**src/rtl/run_controller_pkg.sv**
```systemverilog
`default_nettype none
// ============================================================================
// Module      : run_controller_pkg
// Description : Shared types and constants for the run controller: state
//               encoding, bus widths and default speed / frame constants.
// Revision    : 1.0 - initial release
// ============================================================================
package run_controller_pkg;

  // Fixed-point scale of the speed value (pixels per frame x SPEED_SCALE).
  localparam int unsigned SPEED_SCALE = 1024;

  localparam int unsigned DEF_INIT_SPEED     = 6 * SPEED_SCALE;
  localparam int unsigned DEF_MAX_SPEED      = 13 * SPEED_SCALE;
  localparam int unsigned DEF_ACCEL          = 1;
  localparam int unsigned DEF_CLEAR_FRAMES   = 180;
  localparam int unsigned DEF_LOCKOUT_FRAMES = 60;

  localparam int SPEED_W = 15;
  localparam int SCORE_W = 17;
  localparam int STATE_W = 2;

  // Code 2'd3 is never produced; the controller treats it as idle.
  typedef enum logic [STATE_W-1:0] {
    ST_IDLE    = 2'd0,
    ST_RUNNING = 2'd1,
    ST_CRASHED = 2'd2
  } state_e;

endpackage
`default_nettype wire

```
**src/rtl/run_controller_if.sv**
```systemverilog
`default_nettype none
// ============================================================================
// Module      : run_controller_if
// Description : Frame-event and status bundle of the run controller.
//               master : game logic side (drives update/start/collide/score)
//               slave  : run controller (drives speed, meter_rst,
//                        obstacles_en, state, high_score, new_high)
// Revision    : 1.0 - initial release
// ============================================================================
interface run_controller_if;
  import run_controller_pkg::*;

  logic               update;
  logic               start;
  logic               collide;
  logic [SCORE_W-1:0] score;
  logic [SPEED_W-1:0] speed;
  logic               meter_rst;
  logic               obstacles_en;
  logic [STATE_W-1:0] state;
  logic [SCORE_W-1:0] high_score;
  logic               new_high;

  modport master (
    output update, start, collide, score,
    input  speed, meter_rst, obstacles_en, state, high_score, new_high
  );

  modport slave (
    input  update, start, collide, score,
    output speed, meter_rst, obstacles_en, state, high_score, new_high
  );

endinterface
`default_nettype wire

```
**src/rtl/frame_timer.sv**
```systemverilog
`default_nettype none
// ============================================================================
// Module      : frame_timer
// Description : Saturating frame counter. Counts inc_i pulses up to
//               MAX_COUNT and holds there; clr_i returns it to zero.
// Ports       : clk, rst     - clock, synchronous active-high reset
//               clr_i        - clear (wins over inc_i)
//               inc_i        - count one frame
//               done_o       - current count equals MAX_COUNT
//               done_next_o  - count will equal MAX_COUNT after this edge
// Revision    : 1.0 - initial release
// ============================================================================
module frame_timer #(
  parameter int unsigned MAX_COUNT = 180
) (
  input  logic clk,
  input  logic rst,
  input  logic clr_i,
  input  logic inc_i,
  output logic done_o,
  output logic done_next_o
);

  localparam int W = $clog2(MAX_COUNT + 1);
  localparam logic [W-1:0] c_max = W'(MAX_COUNT);

  logic [W-1:0] count_q, count_d;

  always_comb begin
    count_d = count_q;
    if (clr_i) begin
      count_d = '0;
    end else if (inc_i && (count_q != c_max)) begin
      count_d = count_q + 1'b1;
    end
  end

  always_ff @(posedge clk) begin
    if (rst) begin
      count_q <= '0;
    end else begin
      count_q <= count_d;
    end
  end

  assign done_o      = (count_q == c_max);
  // Lookahead lets the owner register a flag that changes on the same edge
  // as the counter itself.
  assign done_next_o = (count_d == c_max);

endmodule
`default_nettype wire

```
**src/rtl/run_controller.sv**
```systemverilog
`default_nettype none
// ============================================================================
// Module      : run_controller
// Description : Endless-runner game state machine. Starts runs, ramps the
//               scroll speed, enables obstacles after a grace period, detects
//               crashes, keeps the high score and enforces a restart lockout.
// Ports       : clk, rst - clock, synchronous active-high reset
//               bus      - run_controller_if.slave (frame events in,
//                          registered speed/status out)
// Revision    : 1.0 - initial release
// ============================================================================
module run_controller
  import run_controller_pkg::*;
#(
  parameter int unsigned INIT_SPEED     = DEF_INIT_SPEED,
  parameter int unsigned MAX_SPEED      = DEF_MAX_SPEED,
  parameter int unsigned ACCEL          = DEF_ACCEL,
  parameter int unsigned CLEAR_FRAMES   = DEF_CLEAR_FRAMES,
  parameter int unsigned LOCKOUT_FRAMES = DEF_LOCKOUT_FRAMES
) (
  input  logic             clk,
  input  logic             rst,
  run_controller_if.slave  bus
);

  localparam logic [SPEED_W-1:0] c_init_speed = SPEED_W'(INIT_SPEED);
  // One bit wider than the speed so the add cannot wrap before the clamp.
  localparam logic [SPEED_W:0]   c_max_speed  = (SPEED_W + 1)'(MAX_SPEED);
  localparam logic [SPEED_W:0]   c_accel      = (SPEED_W + 1)'(ACCEL);

  state_e             state_q, state_d;
  logic [SPEED_W-1:0] speed_q, speed_d;
  logic               meter_rst_q, meter_rst_d;
  logic               obstacles_en_q, obstacles_en_d;
  logic [SCORE_W-1:0] high_score_q, high_score_d;
  logic               new_high_q, new_high_d;

  logic               w_clr_inc, w_clr_clr, w_clr_done, w_clr_done_next;
  logic               w_lock_inc, w_lock_clr, w_lock_done, w_lock_done_next;
  logic [SPEED_W:0]   w_speed_sum;
  logic               w_unused;

  assign w_speed_sum = {1'b0, speed_q} + c_accel;

  // Grace period at the start of each run before obstacles may spawn.
  frame_timer #(.MAX_COUNT(CLEAR_FRAMES)) u_clear_timer (
    .clk         (clk),
    .rst         (rst),
    .clr_i       (w_clr_clr),
    .inc_i       (w_clr_inc),
    .done_o      (w_clr_done),
    .done_next_o (w_clr_done_next)
  );

  // Frames since the last crash; restart is refused until it saturates.
  frame_timer #(.MAX_COUNT(LOCKOUT_FRAMES)) u_lockout_timer (
    .clk         (clk),
    .rst         (rst),
    .clr_i       (w_lock_clr),
    .inc_i       (w_lock_inc),
    .done_o      (w_lock_done),
    .done_next_o (w_lock_done_next)
  );

  assign w_unused = w_clr_done ^ w_lock_done_next;

  always_comb begin
    state_d      = state_q;
    speed_d      = speed_q;
    meter_rst_d  = 1'b0;
    high_score_d = high_score_q;
    new_high_d   = new_high_q;
    w_clr_inc    = 1'b0;
    w_clr_clr    = 1'b0;
    w_lock_inc   = 1'b0;
    w_lock_clr   = 1'b0;

    case (state_q)
      ST_RUNNING: begin
        if (bus.update) begin
          if (bus.collide) begin
            // Collision outranks a simultaneous start press.
            state_d    = ST_CRASHED;
            speed_d    = '0;
            w_lock_clr = 1'b1;
            if (bus.score > high_score_q) begin
              high_score_d = bus.score;
              new_high_d   = 1'b1;
            end else begin
              new_high_d   = 1'b0;
            end
          end else begin
            speed_d   = (w_speed_sum > c_max_speed) ? c_max_speed[SPEED_W-1:0]
                                                    : w_speed_sum[SPEED_W-1:0];
            w_clr_inc = 1'b1;
          end
        end
      end

      ST_CRASHED: begin
        if (bus.update) begin
          w_lock_inc = 1'b1;
          // Lockout is judged on the count before this update's increment.
          if (bus.start && w_lock_done) begin
            state_d     = ST_RUNNING;
            speed_d     = c_init_speed;
            meter_rst_d = 1'b1;
            w_clr_clr   = 1'b1;
            new_high_d  = 1'b0;
          end
        end
      end

      default: begin
        // Idle, and the unused code 3 which behaves exactly like idle.
        speed_d = '0;
        if (bus.update && bus.start) begin
          state_d     = ST_RUNNING;
          speed_d     = c_init_speed;
          meter_rst_d = 1'b1;
          w_clr_clr   = 1'b1;
          new_high_d  = 1'b0;
        end
      end
    endcase
  end

  assign obstacles_en_d = (state_d == ST_RUNNING) && w_clr_done_next;

  always_ff @(posedge clk) begin
    if (rst) begin
      state_q        <= ST_IDLE;
      speed_q        <= '0;
      meter_rst_q    <= 1'b0;
      obstacles_en_q <= 1'b0;
      high_score_q   <= '0;
      new_high_q     <= 1'b0;
    end else begin
      state_q        <= state_d;
      speed_q        <= speed_d;
      meter_rst_q    <= meter_rst_d;
      obstacles_en_q <= obstacles_en_d;
      high_score_q   <= high_score_d;
      new_high_q     <= new_high_d;
    end
  end

  assign bus.speed        = speed_q;
  assign bus.meter_rst    = meter_rst_q;
  assign bus.obstacles_en = obstacles_en_q;
  assign bus.state        = state_q;
  assign bus.high_score   = high_score_q;
  assign bus.new_high     = new_high_q;

endmodule
`default_nettype wire

```
**src/flat_wrapper.sv**
```systemverilog
// flat-port wrapper written by rule: the top's interface ports become plain ports
module run_controller_flat import run_controller_pkg::*;
#(
  parameter int unsigned INIT_SPEED     = DEF_INIT_SPEED,
  parameter int unsigned MAX_SPEED      = DEF_MAX_SPEED,
  parameter int unsigned ACCEL          = DEF_ACCEL,
  parameter int unsigned CLEAR_FRAMES   = DEF_CLEAR_FRAMES,
  parameter int unsigned LOCKOUT_FRAMES = DEF_LOCKOUT_FRAMES
)
  (clk, rst, bus_update, bus_start, bus_collide, bus_score, bus_speed, bus_meter_rst, bus_obstacles_en, bus_state, bus_high_score, bus_new_high);
  run_controller_if bus_i ();
  input  logic clk;
  input  logic rst;
  input wire logic [$bits(bus_i.update)-1:0] bus_update;
  input wire logic [$bits(bus_i.start)-1:0] bus_start;
  input wire logic [$bits(bus_i.collide)-1:0] bus_collide;
  input wire logic [$bits(bus_i.score)-1:0] bus_score;
  output wire logic [$bits(bus_i.speed)-1:0] bus_speed;
  output wire logic [$bits(bus_i.meter_rst)-1:0] bus_meter_rst;
  output wire logic [$bits(bus_i.obstacles_en)-1:0] bus_obstacles_en;
  output wire logic [$bits(bus_i.state)-1:0] bus_state;
  output wire logic [$bits(bus_i.high_score)-1:0] bus_high_score;
  output wire logic [$bits(bus_i.new_high)-1:0] bus_new_high;
  assign bus_i.update = bus_update;
  assign bus_i.start = bus_start;
  assign bus_i.collide = bus_collide;
  assign bus_i.score = bus_score;
  assign bus_speed = bus_i.speed;
  assign bus_meter_rst = bus_i.meter_rst;
  assign bus_obstacles_en = bus_i.obstacles_en;
  assign bus_state = bus_i.state;
  assign bus_high_score = bus_i.high_score;
  assign bus_new_high = bus_i.new_high;
  run_controller #(.INIT_SPEED(INIT_SPEED), .MAX_SPEED(MAX_SPEED), .ACCEL(ACCEL), .CLEAR_FRAMES(CLEAR_FRAMES), .LOCKOUT_FRAMES(LOCKOUT_FRAMES)) u_core (.clk(clk), .rst(rst), .bus(bus_i));
endmodule
```
**config.mk**
```make
export PLATFORM = sky130hd
export DESIGN_NAME = run_controller_flat
export DESIGN_NICKNAME = d
export VERILOG_FILES = /design/src/rtl/run_controller_pkg.sv /design/src/rtl/run_controller_if.sv /design/src/rtl/frame_timer.sv /design/src/rtl/run_controller.sv /design/src/flat_wrapper.sv
export SDC_FILE = /design/constraint.sdc
export NUM_CORES = 1
export LEC_CHECK = 0
export CAP_MARGIN = 10
export CELL_PAD_IN_SITES_DETAIL_PLACEMENT = 0
export CELL_PAD_IN_SITES_GLOBAL_PLACEMENT = 1
export CORE_MARGIN = 2
export CORE_UTILIZATION = 35
export DETAILED_ROUTE_END_ITERATION = 6
export GPL_ROUTABILITY_DRIVEN = 0
export PLACE_DENSITY = 0.73
export REMOVE_ABC_BUFFERS = 1
export SYNTH_ARGS = -nofsm -noshare
export SYNTH_HDL_FRONTEND = slang
export SYNTH_HIERARCHICAL = 1
export SYNTH_SLANG_ARGS = --single-unit
```
**constraint.sdc**
```tcl
create_clock -name clk -period 3.13 [get_ports clk]
set_clock_uncertainty 0.15 [all_clocks]
set_input_delay 0.4695 -clock clk [delete_from_list [all_inputs] [get_ports clk]]
set_output_delay 0.4695 -clock clk [all_outputs]
set_load 0.05 [all_outputs]
```
==> out/qor.yml, run 1 <==
clk_latency_ns: 0.31
fillCellCount: 1016
htreeDepth: 2
multiInputGateArea_sq_mm: 0.00220
die-area_sq_mm: 0.0108
drt-pass1-iter-count: 4
drc: 0
rsz0062_at_grt: "no"
syn_avg_cell_area_sq_um: 8.41
synthCells: 415
wl_per_cell_um: 12.9
cts.sinks: 51
setup_viol: 0
core_area_sq_mm: 0.00973
max_freq_mhz: 368
maxCapViolations: 0
cts-root-buf: "clkbuf_8"
end_kind: "flip-flop"
path_max_fanout: 14
portBuffers: 58
cts_setup_buffers: 0
fin_crit_ns: 2.72
slew_headroom: 0.645
vias: 2988
dp_hpwl_um: 5780
power.density_mw_per_mm2: 294
worst_setup_path_start_kind: "flip-flop"
slew_viol_final: 0
clkTransAtPathRegs_ns: 0.10
path_class: "flip-flop to flip-flop"
crit_required_ns: 3.19
hold_buffers: 0
ys_warn_count: 6
design_area_sq_mm: 0.00422
layout_common_cells: "clkdlybuf4s50_1 (58), dfxtp_1 (51), nand2b_1 (39)"
numCtsBuffers: 5
cts.repair.resized: 0
final_common_cell: "clkdlybuf4s50_1"
drive_above_1_share: 0.0796
ir_drop_mv: 0.156
seqCellArea_sq_mm: 0.00102
p_leak_nw: 1.54
outcome: "finished, final reports clean"
cts_buffer_depth: 2
hold_viol: 0
holdWs_ns: 0.315
die_w_um: 104
syn_to_final_growth_pct: 20.9
fin_crit_sh: 0.869
hold_path_class: "flip-flop to flip-flop"
rows: 36
cts_tree: "built"
antenna_found_initial: 0
crit_arrival_ns: 2.77
grtUsageTotal: 0.145
synth_area_sq_mm: 0.00349
grt_start_max_net_pins: 37
drt_iter0_markers: 86
initial_core_util: 0.359
fp.dieH_um: 104
fin_cells: 598
drt-total-wl_um: 7710
placedCellCount: 590
dpl-instance-area_sq_mm: 0.00413
grt-ovfl-total: 0
num_antenna_cells: 0
worst_slew_pin_slew_ns: 0.530
io_pins: 59
vias_per_cell: 5.00
first_global_vias: 2826
setup_tns_ns: 0
grt_pass1_wl_um: 13300
ant_nets: 0
fin_nets: 511
state kept, by name (all words and copies together) (netlist names):
signal	cells
u_core/bus.obstacles_en	1
u_core/bus.speed	15
u_core/u_clear_timer/count_q	8
u_core/bus.new_high	1
u_core/bus.state	2
u_core/bus.high_score	17
u_core/bus.meter_rst	1
u_core/u_lockout_timer/count_q	6
final cells by class:
| cell class | instances | share of cell area |
|---|---|---|
| Tap cell | 133 | 0.0395 |
| Sequential cell | 51 | 0.242 |
| Timing Repair Buffer | 63 | 0.147 |
| Inverter | 34 | 0.0303 |
| Clock inverter | 3 | 0.00445 |
| Multi-Input combinational cell | 309 | 0.521 |
| Clock buffer | 5 | 0.0163 |
where the power goes:
part / total (mW) / switching, mW / internal [mW]
clock: 0.400 / 0.242 / 0.158
combinational: 0.175 / 0.0916 / 0.0834
sequential: 0.666 / 0.00942 / 0.656
final timing paths:
check                            from  slack [ns]                  end  cells past startpoint
setup / recovery  u_core/bus.speed[0]        0.41  u_core/bus.speed[0]                      7
hold / removal    u_core/bus.new_high        0.31  u_core/bus.new_high                      2
setup reg to reg  u_core/bus.speed[0]        0.41  u_core/bus.speed[0]                      7
hold reg to reg   u_core/bus.new_high        0.31  u_core/bus.new_high                      2
metal layers:
layer,track usage,vias to the layer above,share of wire
met5,0,-,0
met4,0.0347,0,0.0087
met3,0.0252,7,0.030
met2,0.243,49,0.46
met1,0.195,1379,0.50
li1,-,1553,-
critical path, stage by stage, from the launching register on:
cell,delay [ns]
dfxtp_1,0.53
ha_1,0.35
nand3_2,0.24
nor3_1,0.31
nor3_1,0.07
a311o_1,0.36
o211a_4,0.33
mux2_2,0.27
metrics by stage:
| stage | setup slack [ns] | total power [mW] | utilization |
|---|---|---|---|
| floorplan | 0.107 | 0.782 | - |
| global placement | 0.355 | 0.855 | 0.424 |
| detailed placement | 0.281 | 0.857 | 0.424 |
| CTS | 0.421 | 1.27 | 0.433 |
| global route | 0.172 | 1.31 | 0.433 |
| finish | 0.411 | 1.24 | 0.433 |
No activity file was read; power rests on OpenSTA's default activity.
==> inputs of run 2 (changes only) <==
==> constraint.sdc (replaced) <==
create_clock -name clk -period 3.05 [get_ports clk]
set_clock_uncertainty 0.15 [all_clocks]
set_input_delay 0.4575 -clock clk [delete_from_list [all_inputs] [get_ports clk]]
set_output_delay 0.4575 -clock clk [all_outputs]
set_load 0.05 [all_outputs]
==> run 2 against run 1 <==
  * Total power increased by 1.9%
  * Largest power group unchanged
  * Combinational power increased by 3%
  * Fmax increased by 0.89%
  * Non-clock buffer count increased by 1
  * Hold slack got worse by 0.0022 ns
  * Critical path depth unchanged
  * Via count decreased by 1.2%
  * Final cell count unchanged
  * Clock power about the same
  * Count of clock-buffer cells in the layout increased by 1
  * Critical endpoint unchanged
  * Sequential power increased by 3%
==> out/qor.yml, run 2 (same netlist as run 1, synthesis figures left out) <==
outcome: "finished, final reports clean"
cts-root-buf: "clkbuf_8"
fin_crit_sh: 0.884
rr_endpoint: "u_core/bus.speed[0]"
crit_family: "compound AO/OA/AOI/OAI gates"
drt-total-wl_um: 7710
setup_tns_ns: 0
cts_setup_buffers: 0
crit_arrival_ns: 2.74
worst_setup_path_start_kind: "flip-flop"
core_area_sq_mm: 0.00973
holdWs_ns: 0.313
hold_viol: 0
dp_hpwl_um: 5800
p_clk_frac: 0.317
path_max_fanout: 14
grt_pass1_wl_um: 13200
rsz0062_at_grt: "no"
p_leak_nw: 1.55
cts_buffer_depth: 2
vias_per_cell: 4.94
cp_slowest_cell: "dfxtp_1"
min_to: "u_core/bus.new_high"
htreeDepth: 2
fin_crit_ns: 2.69
end_kind: "flip-flop"
ir_drop_mv: 0.162
drc: 0
antenna_found_initial: 0
path_class: "flip-flop to flip-flop"
initial_core_util: 0.359
first_global_vias: 2783
cp.buffers_inverters: 0
die_w_um: 104
fin_nets: 512
slew_viol_final: 0
grt-ovfl-total: 0
path_cells: "ha_1 > nand3_2 > nor3_1 > nor3_1 > a311o_1 > o211a_4 > mux2_2"
crit_required_ns: 3.09
hold_path_class: "flip-flop to flip-flop"
maxCapViolations: 0
drt-pass1-iter-count: 4
power.density_mw_per_mm2: 299
final_common_cell: "clkdlybuf4s50_1"
worst_slew_pin_slew_ns: 0.538
clk_latency_ns: 0.30
portBuffers: 58
rr_worst_depth: 7
utilization: 0.434
max_stage_delay_ns: 0.51
r2r_start: "u_core/bus.speed[1]"
largest_register_ffs: 17
dp_slack_ns: 0.205
p_comb_frac: 0.143
timing.critical_path.mode_cell: "nor3_1"
layout_common_cells: "clkdlybuf4s50_1 (58), dfxtp_1 (51), nand2b_1 (39)"
numCtsBuffers: 5
drive_above_1_share: 0.0796
clkTransAtPathRegs_ns: 0.10
power_switching_mw: 0.326
fp.dieH_um: 104
setup_slack_ns: 0.355
pwr-share-seq: 0.540
max_freq_mhz: 371
num_antenna_cells: 0
io_pins: 59
hold-path-cell-count: 2
hold_buffers: 0
cts_tree: "built"
wl_per_cell_um: 12.9
cts.sinks: 51
p_int_mw: 0.938
worstHoldStart: "u_core/bus.new_high"
slew_headroom: 0.640
syn_to_final_growth_pct: 21.1
vias: 2953
ant_nets: 0
setup_viol: 0
r2r_slack_ns: 0.36
rows: 36
grt_start_max_net_pins: 37
switching_share: 0.258
grtUsageTotal: 0.145
cts.repair.resized: 0
drt_iter0_markers: 108
die-area_sq_mm: 0.0108
run 2: cell count changes in the layout (fill, tap and decap cells not counted):
cell | before | now
buf_4 | 5 | 6
clkbuf_8 | 5 | 6
clkinv_2 | 2 | 1
inv_6 | 1 | 0
run 2: worst max-delay path by stage:
stage | start | to | depth (start not counted)
floorplan | u_core/bus.high_score[10] | u_core/bus.high_score[0] | 9
global placement | bus_score[2] | u_core/bus.high_score[3] | 10
detailed placement | bus_score[2] | u_core/bus.high_score[9] | 10
CTS | u_core/bus.speed[1] | u_core/bus.speed[0] | 7
global route | u_core/bus.speed[4] | u_core/bus.speed[5] | 7
finish | u_core/bus.speed[1] | u_core/bus.speed[0] | 7
run 2: routing by layer:
metal	part of all wire	routed length, um	track usage	up-vias
met4	0.0057	44	0.0319	0
met3	0.027	210	0.0264	5
met5	0	0	0	-
met1	0.49	3740	0.191	1358
met2	0.48	3710	0.247	37
li1	-	-	-	1553
run 2: through the flow:
step	instance area, sq um	power, mW	instances
6_report	4220	1.26	598
2_1_floorplan	3340	0.803	394
3_3_place_gp	4140	0.878	591
5_1_grt	4220	1.33	598
3_5_place_dp	4140	0.880	591
4_1_cts	4220	1.29	598
run 2: worst register-to-register path, delay by kind of cell, from the launching register on:
kind	cells	cell delay (ns)
AND/OR/NAND/NOR	3	0.63
adder cells (fa/ha/maj)	1	0.35
AO/OA/AOI/OAI	2	0.69
flip-flops	1	0.51
multiplexers	1	0.27
run 2: layout make-up:
type	instances	area, sq um
repair buffers	64	626
fillers	1031	5510
multi-input cells	309	2200
flip-flops and latches	51	1020
well taps	133	166
inverters	34	128
clock buffers	6	82.6
clock inverters	1	5.00
run 2: power by group through the flow:
| stage | combinational (mW) | sequential [mW] | clock (mW) |
|---|---|---|---|
| floorplan | 0.0811 | 0.722 | 0 |
| global placement | 0.180 | 0.698 | 0 |
| detailed placement | 0.182 | 0.698 | 0 |
| CTS | 0.183 | 0.683 | 0.429 |
| global route | 0.200 | 0.684 | 0.451 |
| finish | 0.180 | 0.683 | 0.401 |
